<file path="src/rtl/fc_pkg.sv">
// fc_pkg: shared types for the fully-connected weight-load path.
// The fc_wr_req_t bundle is sized for the default configuration
// (4 banks of 8 words of 16 bits) so bank arrays can take one port.
package fc_pkg;

    typedef enum logic [1:0] {
        IDLE = 2'd0,
        LOAD = 2'd1,
        DONE = 2'd2
    } fc_load_state_t;

    localparam int FC_SIZE   = 2;
    localparam int FC_DEPTH  = 8;
    localparam int FC_ADDR_W = $clog2(FC_DEPTH);
    localparam int FC_DATA_W = 16;

    typedef struct packed {
        logic [FC_SIZE-1:0]   bank_sel;
        logic [FC_ADDR_W-1:0] wr_addr;
        logic [FC_DATA_W-1:0] wr_data;
    } fc_wr_req_t;

endpackage

</file>
<file path="src/rtl/fc_wrap_counter.sv">
// fc_wrap_counter: W-bit up counter that returns to zero after reaching 'max'.
// 'wrap' flags an increment that is about to roll the counter over, so
// counters can be chained by feeding one's wrap into the next one's inc.
module fc_wrap_counter #(
    parameter int W = 2
) (
    input  logic         clk,
    input  logic         rst_n,
    input  logic         clr,
    input  logic         inc,
    input  logic [W-1:0] max,
    output logic [W-1:0] count,
    output logic         wrap
);

    assign wrap = inc && (count == max);

    // Count accepted increments; clear and wrap both return to zero.
    always_ff @(posedge clk) begin
        if (!rst_n || clr) begin
            count <= '0;
        end else if (wrap) begin
            count <= '0;
        end else if (inc) begin
            count <= count + 1'b1;
        end
    end

endmodule

</file>
<file path="src/rtl/fc_load_sequencer.sv">
// fc_load_sequencer: distributes a valid/ready stream of weight words
// round-robin (bank-first) across NUM_BANKS banks of DEPTH words each.
// Optional input parity checking is enabled with macro FC_LOAD_PARITY_EN.
module fc_load_sequencer
    import fc_pkg::*;
#(
    parameter int SIZE      = 2,
    parameter int NUM_BANKS = 4,
    parameter int DEPTH     = 8,
    parameter int DATA_W    = 16,
    parameter int ADDR_W    = $clog2(DEPTH)
) (
    input  logic              clk,
    input  logic              rst_n,
    input  logic              start,
    input  logic              in_valid,
    output logic              in_ready,
    input  logic [DATA_W-1:0] in_data,
    output logic [SIZE-1:0]   bank_sel,
    output logic [ADDR_W-1:0] wr_addr,
    output logic [DATA_W-1:0] wr_data,
    output logic              wr_en,
    output logic              busy,
    output logic              done
`ifdef FC_LOAD_PARITY_EN
    ,
    input  logic              in_par,
    output logic              par_err
`endif
);

    fc_load_state_t    state;
    logic              accept;
    logic              start_accept;
    logic [SIZE-1:0]   bank_cnt;
    logic [ADDR_W-1:0] addr_cnt;
    logic              bank_wrap;
    logic              addr_wrap;

    assign in_ready     = (state == LOAD);
    assign busy         = (state != IDLE);
    assign accept       = in_valid && in_ready;
    assign start_accept = (state == IDLE) && start;

    fc_wrap_counter #(.W(SIZE)) u_bank_cnt (
        .clk   (clk),
        .rst_n (rst_n),
        .clr   (start_accept),
        .inc   (accept),
        .max   (SIZE'(NUM_BANKS - 1)),
        .count (bank_cnt),
        .wrap  (bank_wrap)
    );

    // The address only advances when the bank index rolls over, and its own
    // rollover marks the last word of the load.
    fc_wrap_counter #(.W(ADDR_W)) u_addr_cnt (
        .clk   (clk),
        .rst_n (rst_n),
        .clr   (start_accept),
        .inc   (bank_wrap),
        .max   (ADDR_W'(DEPTH - 1)),
        .count (addr_cnt),
        .wrap  (addr_wrap)
    );

    // Load FSM with registered write request; fields hold between writes.
    always_ff @(posedge clk) begin
        if (!rst_n) begin
            state    <= IDLE;
            bank_sel <= '0;
            wr_addr  <= '0;
            wr_data  <= '0;
            wr_en    <= 1'b0;
            done     <= 1'b0;
        end else begin
            wr_en <= accept;
            done  <= 1'b0;
            if (accept) begin
                bank_sel <= bank_cnt;
                wr_addr  <= addr_cnt;
                wr_data  <= in_data;
            end
            case (state)
                IDLE: begin
                    if (start) begin
                        state <= LOAD;
                    end
                end
                LOAD: begin
                    if (addr_wrap) begin
                        state <= DONE;
                        done  <= 1'b1;
                    end
                end
                DONE: begin
                    state <= IDLE;
                end
                default: begin
                    state <= IDLE;
                end
            endcase
        end
    end

`ifdef FC_LOAD_PARITY_EN
    // Sticky even-parity error over accepted words, cleared by a new load.
    always_ff @(posedge clk) begin
        if (!rst_n) begin
            par_err <= 1'b0;
        end else if (start_accept) begin
            par_err <= 1'b0;
        end else if (accept && (^{in_data, in_par})) begin
            par_err <= 1'b1;
        end
    end
`endif

endmodule
</file>
<file path="config.mk">
export PLATFORM = sky130hd
export DESIGN_NAME = fc_load_sequencer
export DESIGN_NICKNAME = d
export VERILOG_FILES = /design/src/rtl/fc_pkg.sv /design/src/rtl/fc_wrap_counter.sv /design/src/rtl/fc_load_sequencer.sv
export SDC_FILE = /design/constraint.sdc
export NUM_CORES = 1
export LEC_CHECK = 0
export CELL_PAD_IN_SITES_DETAIL_PLACEMENT = 0
export CELL_PAD_IN_SITES_GLOBAL_PLACEMENT = 1
export CORE_MARGIN = 8
export CORE_UTILIZATION = 25
export DETAILED_ROUTE_END_ITERATION = 10
export MAX_ROUTING_LAYER = met4
export PLACE_DENSITY = 0.78
export SYNTH_ARGS = -nofsm -noshare
export SYNTH_HDL_FRONTEND = slang
export SYNTH_SLANG_ARGS = --single-unit
export TNS_END_PERCENT = 50
</file>
<file path="constraint.sdc">
create_clock -name clk -period 1.2 [get_ports clk]
set_input_delay 0.36 -clock clk [delete_from_list [all_inputs] [get_ports clk]]
set_output_delay 0.36 -clock clk [all_outputs]
set_load 0.01 [all_outputs]
</file>
==> impl_metrics.prom <==
# TYPE chip_impl_metric gauge
chip_impl_metric{name="asyncSetResetFlopFracSynth",unit="%"} 0
chip_impl_metric{name="cts.repair_timing.setup_buffer_count",unit=""} 0
chip_impl_metric{name="fraction_of_the_mapped_netlist_area_in_simple_logic_gates",unit="%"} 25.0
chip_impl_metric{name="row_count",unit=""} 24
chip_impl_metric{name="antenna_violating_nets_post_route",unit=""} 0
chip_impl_metric{name="filler_cell_count",unit=""} 446
chip_impl_metric{name="drt_drc_violations_left",unit=""} 0
chip_impl_metric{name="grt_pass1_vias",unit=""} 1074
chip_impl_metric{name="wl",unit="mm"} 3.15
chip_impl_metric{name="synthCells",unit=""} 131
chip_impl_info{name="r2r_start",value="u_addr_cnt.count[1]$_SDFFE_PP0P_"} 1
chip_impl_info{name="most_common_cell_after_layout_fill_and_taps_aside",value="sky130_fd_sc_hd__nand2_1"} 1
chip_impl_metric{name="drt_iter0_markers",unit=""} 59
chip_impl_info{name="synth_flop_cell",value="sky130_fd_sc_hd__dfxtp_1"} 1
chip_impl_metric{name="route.vias.total",unit=""} 1080
chip_impl_metric{name="initial_core_util",unit="%"} 26.3
chip_impl_metric{name="holdBufCountCts",unit=""} 0
chip_impl_metric{name="synth.yosys.seq_area_share",unit="%"} 51.8
chip_impl_metric{name="final_critical_path_setup_slack",unit="ns"} -0.154
chip_impl_metric{name="final_util",unit="%"} 40.9
chip_impl_metric{name="synth_area",unit="um2"} 1160
chip_impl_metric{name="synthDistinctLibCells",unit=""} 22
chip_impl_metric{name="max_cap_violations",unit=""} 0
chip_impl_metric{name="ctsHtreeMaxLevel",unit=""} 2
chip_impl_info{name="most-common-layout-cells",value="47 x sky130_fd_sc_hd__nand2_1, 23 x sky130_fd_sc_hd__buf_2, 22 x sky130_fd_sc_hd__dfxtp_1"} 1
chip_impl_metric{name="tightestPinTransition",unit="ns"} 0.198
chip_impl_info{name="min-delay-path-class",value="flip-flop to flip-flop"} 1
chip_impl_metric{name="slew_viols_final",unit=""} 0
chip_impl_metric{name="first_pass_iters",unit=""} 4
chip_impl_metric{name="synthXorXnorAreaFrac",unit="%"} 0
chip_impl_metric{name="total_power",unit="mW"} 2.01
chip_impl_metric{name="timing_hold_violations_final",unit=""} 0
chip_impl_metric{name="clkTransAtPathRegs",unit="ns"} 0.06
chip_impl_metric{name="synth_compound_gate_area_share",unit="%"} 16.6
chip_impl_info{name="synth_top_family_by_area",value="simple AND/OR/NAND/NOR gates"} 1
chip_impl_metric{name="setup.reg_to_reg.worst_slack",unit="ns"} -0.05
chip_impl_metric{name="reg2reg_depth",unit=""} 4
chip_impl_metric{name="synth-edff-count",unit=""} 0
chip_impl_metric{name="ys_warn_count",unit=""} 0
chip_impl_metric{name="postSynthNetCount",unit=""} 154
chip_impl_info{name="violations",value="setup timing"} 1
chip_impl_info{name="grt_setup_unrepaired",value="yes"} 1
chip_impl_metric{name="placedCellCount",unit=""} 237
chip_impl_metric{name="fp.dieArea",unit="um2"} 7080
chip_impl_metric{name="n_antenna_cell",unit=""} 0
chip_impl_metric{name="grt_max_degree",unit=""} 13
chip_impl_metric{name="grt.overflow.total",unit=""} 0
chip_impl_metric{name="boundaryPins",unit=""} 45
chip_impl_metric{name="skew",unit="ns"} 0.00488
chip_impl_metric{name="clock-sinks",unit=""} 30
chip_impl_info{name="end_kind",value="output port"} 1
chip_impl_info{name="worst_setup_path_endpoint",value="busy"} 1
chip_impl_metric{name="post-route-period-util",unit="%"} 113
chip_impl_metric{name="die_width",unit="um"} 84.1
chip_impl_metric{name="arrival",unit="ns"} 0.99
chip_impl_metric{name="clk_path_buf_depth",unit=""} 2
chip_impl_info{name="timing.critical_path.from",value="state[1]$_SDFFE_PN0P_"} 1
chip_impl_metric{name="fmaxAchievable",unit="MHz"} 738
chip_impl_info{name="rr_endpoint",value="u_addr_cnt.count[2]$_SDFFE_PP0P_"} 1
chip_impl_metric{name="finish.cell_count_without_fillers",unit=""} 244
chip_impl_metric{name="post_synthesis_area_per_instance",unit="um2"} 8.85
chip_impl_info{name="critical_path.startpoint_type",value="flip-flop"} 1
chip_impl_metric{name="multi_input_area",unit="um2"} 592
chip_impl_metric{name="net_count_final",unit=""} 215
chip_impl_metric{name="timing.critical_path.required",unit="ns"} 0.84
chip_impl_metric{name="number_of_buffers_created_by_cts",unit=""} 5
chip_impl_metric{name="area.growth.synth_to_final",unit="%"} 55.8
chip_impl_metric{name="place.gp.congestion",unit=""} 0.753
chip_impl_metric{name="placement.io_buffers",unit=""} 44
chip_impl_metric{name="power_density",unit="nW/um2"} 1110
chip_impl_metric{name="route.detailed.vias_per_inst",unit=""} 4.43
chip_impl_metric{name="adder_and_majority_cell_fraction_of_the_synthesized_area",unit="%"} 3.24
chip_impl_info{name="clock_tree_from_tritoncts",value="built"} 1
chip_impl_metric{name="grt_first_pass_wirelength",unit="mm"} 5.18
chip_impl_metric{name="antenna_found_initial",unit=""} 0
chip_impl_metric{name="fin_crit",unit="ns"} 1.35
chip_impl_metric{name="fp.coreArea",unit="um2"} 4410
chip_impl_metric{name="slew_margin_rel",unit="%"} 86.8
chip_impl_metric{name="drive_above_1_share",unit="%"} 34.4
chip_impl_metric{name="grtUsageTotal",unit="%"} 9.28
chip_impl_info{name="path_class",value="flip-flop to output port"} 1
chip_impl_metric{name="dpl.hpwl",unit="mm"} 2.42
chip_impl_metric{name="postSynthRegisterBits",unit=""} 30
chip_impl_metric{name="irDropWorstVdd",unit="V"} 0.000407
chip_impl_metric{name="later_pin_clock_latency_in_the_skew_report",unit="ns"} 0.28
chip_impl_info{name="clockRootBuffer",value="sky130_fd_sc_hd__clkbuf_8"} 1
chip_impl_metric{name="average_wire_per_cell_in_the_routed_design",unit="um"} 12.9
chip_impl_metric{name="critical_path_peak_fanout",unit=""} 6
chip_impl_info{name="status",value="complete, but fails checks"} 1
chip_impl_metric{name="area.sequential",unit="um2"} 613
chip_impl_metric{name="floorplan.die.height",unit="um"} 84.1
chip_impl_metric{name="power.static_leakage",unit="nW"} 0.762
chip_impl_metric{name="setup_viol_count_final",unit=""} 5
chip_impl_metric{name="synthMuxAreaShare",unit="%"} 0
cells in the mapped netlist (2+ instances only):
library cell / n / area (um2)
sky130_fd_sc_hd__a21boi_1: 21 / 158
sky130_fd_sc_hd__a21oi_1: 5 / 25.0
sky130_fd_sc_hd__and3_1: 2 / 12.5
sky130_fd_sc_hd__buf_2: 4 / 20.0
sky130_fd_sc_hd__clkbuf_1: 2 / 7.51
sky130_fd_sc_hd__dfxtp_1: 30 / 601
sky130_fd_sc_hd__ha_1: 3 / 37.5
sky130_fd_sc_hd__nand2_1: 47 / 176
sky130_fd_sc_hd__nand3b_1: 2 / 15.0
sky130_fd_sc_hd__or3_1: 2 / 12.5
sky130_fd_sc_hd__or3b_1: 2 / 17.5
state kept, by name, summed over array words and instances (netlist names):
signal            count
wr_addr               3
u_addr_cnt.count      3
u_bank_cnt.count      2
done                  1
state                 2
wr_data              16
bank_sel              2
wr_en                 1
kinds of logic after synthesis:
group,after synthesis
AOI/OAI and AO/OA,28
and+or+nand+nor,62
DFF,30
adders and majority gates,3
buffers and inverters,8
worst min path at each step:
stage                             start                        to  slack [ns]  cells after the start
6_report       bank_sel[1]$_SDFFE_PN0P_  bank_sel[1]$_SDFFE_PN0P_        0.45                      2
5_1_grt         wr_data[1]$_SDFFE_PN0P_   wr_data[1]$_SDFFE_PN0P_        0.47                      2
4_1_cts        bank_sel[1]$_SDFFE_PN0P_  bank_sel[1]$_SDFFE_PN0P_        0.45                      2
3_5_place_dp   bank_sel[1]$_SDFFE_PN0P_  bank_sel[1]$_SDFFE_PN0P_        0.44                      2
3_3_place_gp    wr_data[1]$_SDFFE_PN0P_   wr_data[1]$_SDFFE_PN0P_        0.44                      2
2_1_floorplan     state[1]$_SDFFE_PN0P_     state[0]$_SDFFE_PN0P_        0.46                      1
worst max-delay path, cell delays in order, from the launching register on:
cell and delay, ns:
sky130_fd_sc_hd__dfxtp_2 0.35, sky130_fd_sc_hd__or2_1 0.22, sky130_fd_sc_hd__buf_2 0.15
routing by layer:
layer,vias up,wire [um],global-route usage (%)
met5,-,0,-
met4,0,49,3.77
met3,6,215,4.30
met2,30,1560,14.3
met1,490,1330,10.0
li1,554,-,-
per-stage QoR:
step	TNS [ns]	setup slack (ns)	hold WS, ns	area [um2]
detailed placement	-13.66	-0.492	0.444	1810
floorplan	-0.0162	-0.0162	0.461	1210
global placement	-11.86	-0.408	0.441	1810
finish	-0.244	-0.154	0.448	1810
global route	-0.612	-0.201	0.470	1810
CTS	-0.284	-0.163	0.450	1860
power breakdown:
group	internal, mW	switching (mW)	leakage [nW]	total (mW)
combinational	0.135	0.105	0.476	0.240
sequential	1.02	0.0127	0.248	1.04
clock	0.398	0.335	0.0383	0.732
cell type report:
class                   instances  area share [%]
flip-flops and latches         30            33.9
multi-input cells              93            32.8
repair buffers                 61            25.3
clock buffers                   7            4.22
well taps                      52            3.60
inverters                       1           0.208
repair_timing:
item | in CTS | in global routing
endpoints found under the setup margin | 55 | 32
endpoints found under the hold margin | 0 | 0
pin swaps | 1 | 0
resized for setup | 88 | 30
Note: power is estimated with default switching activity, not from simulation.
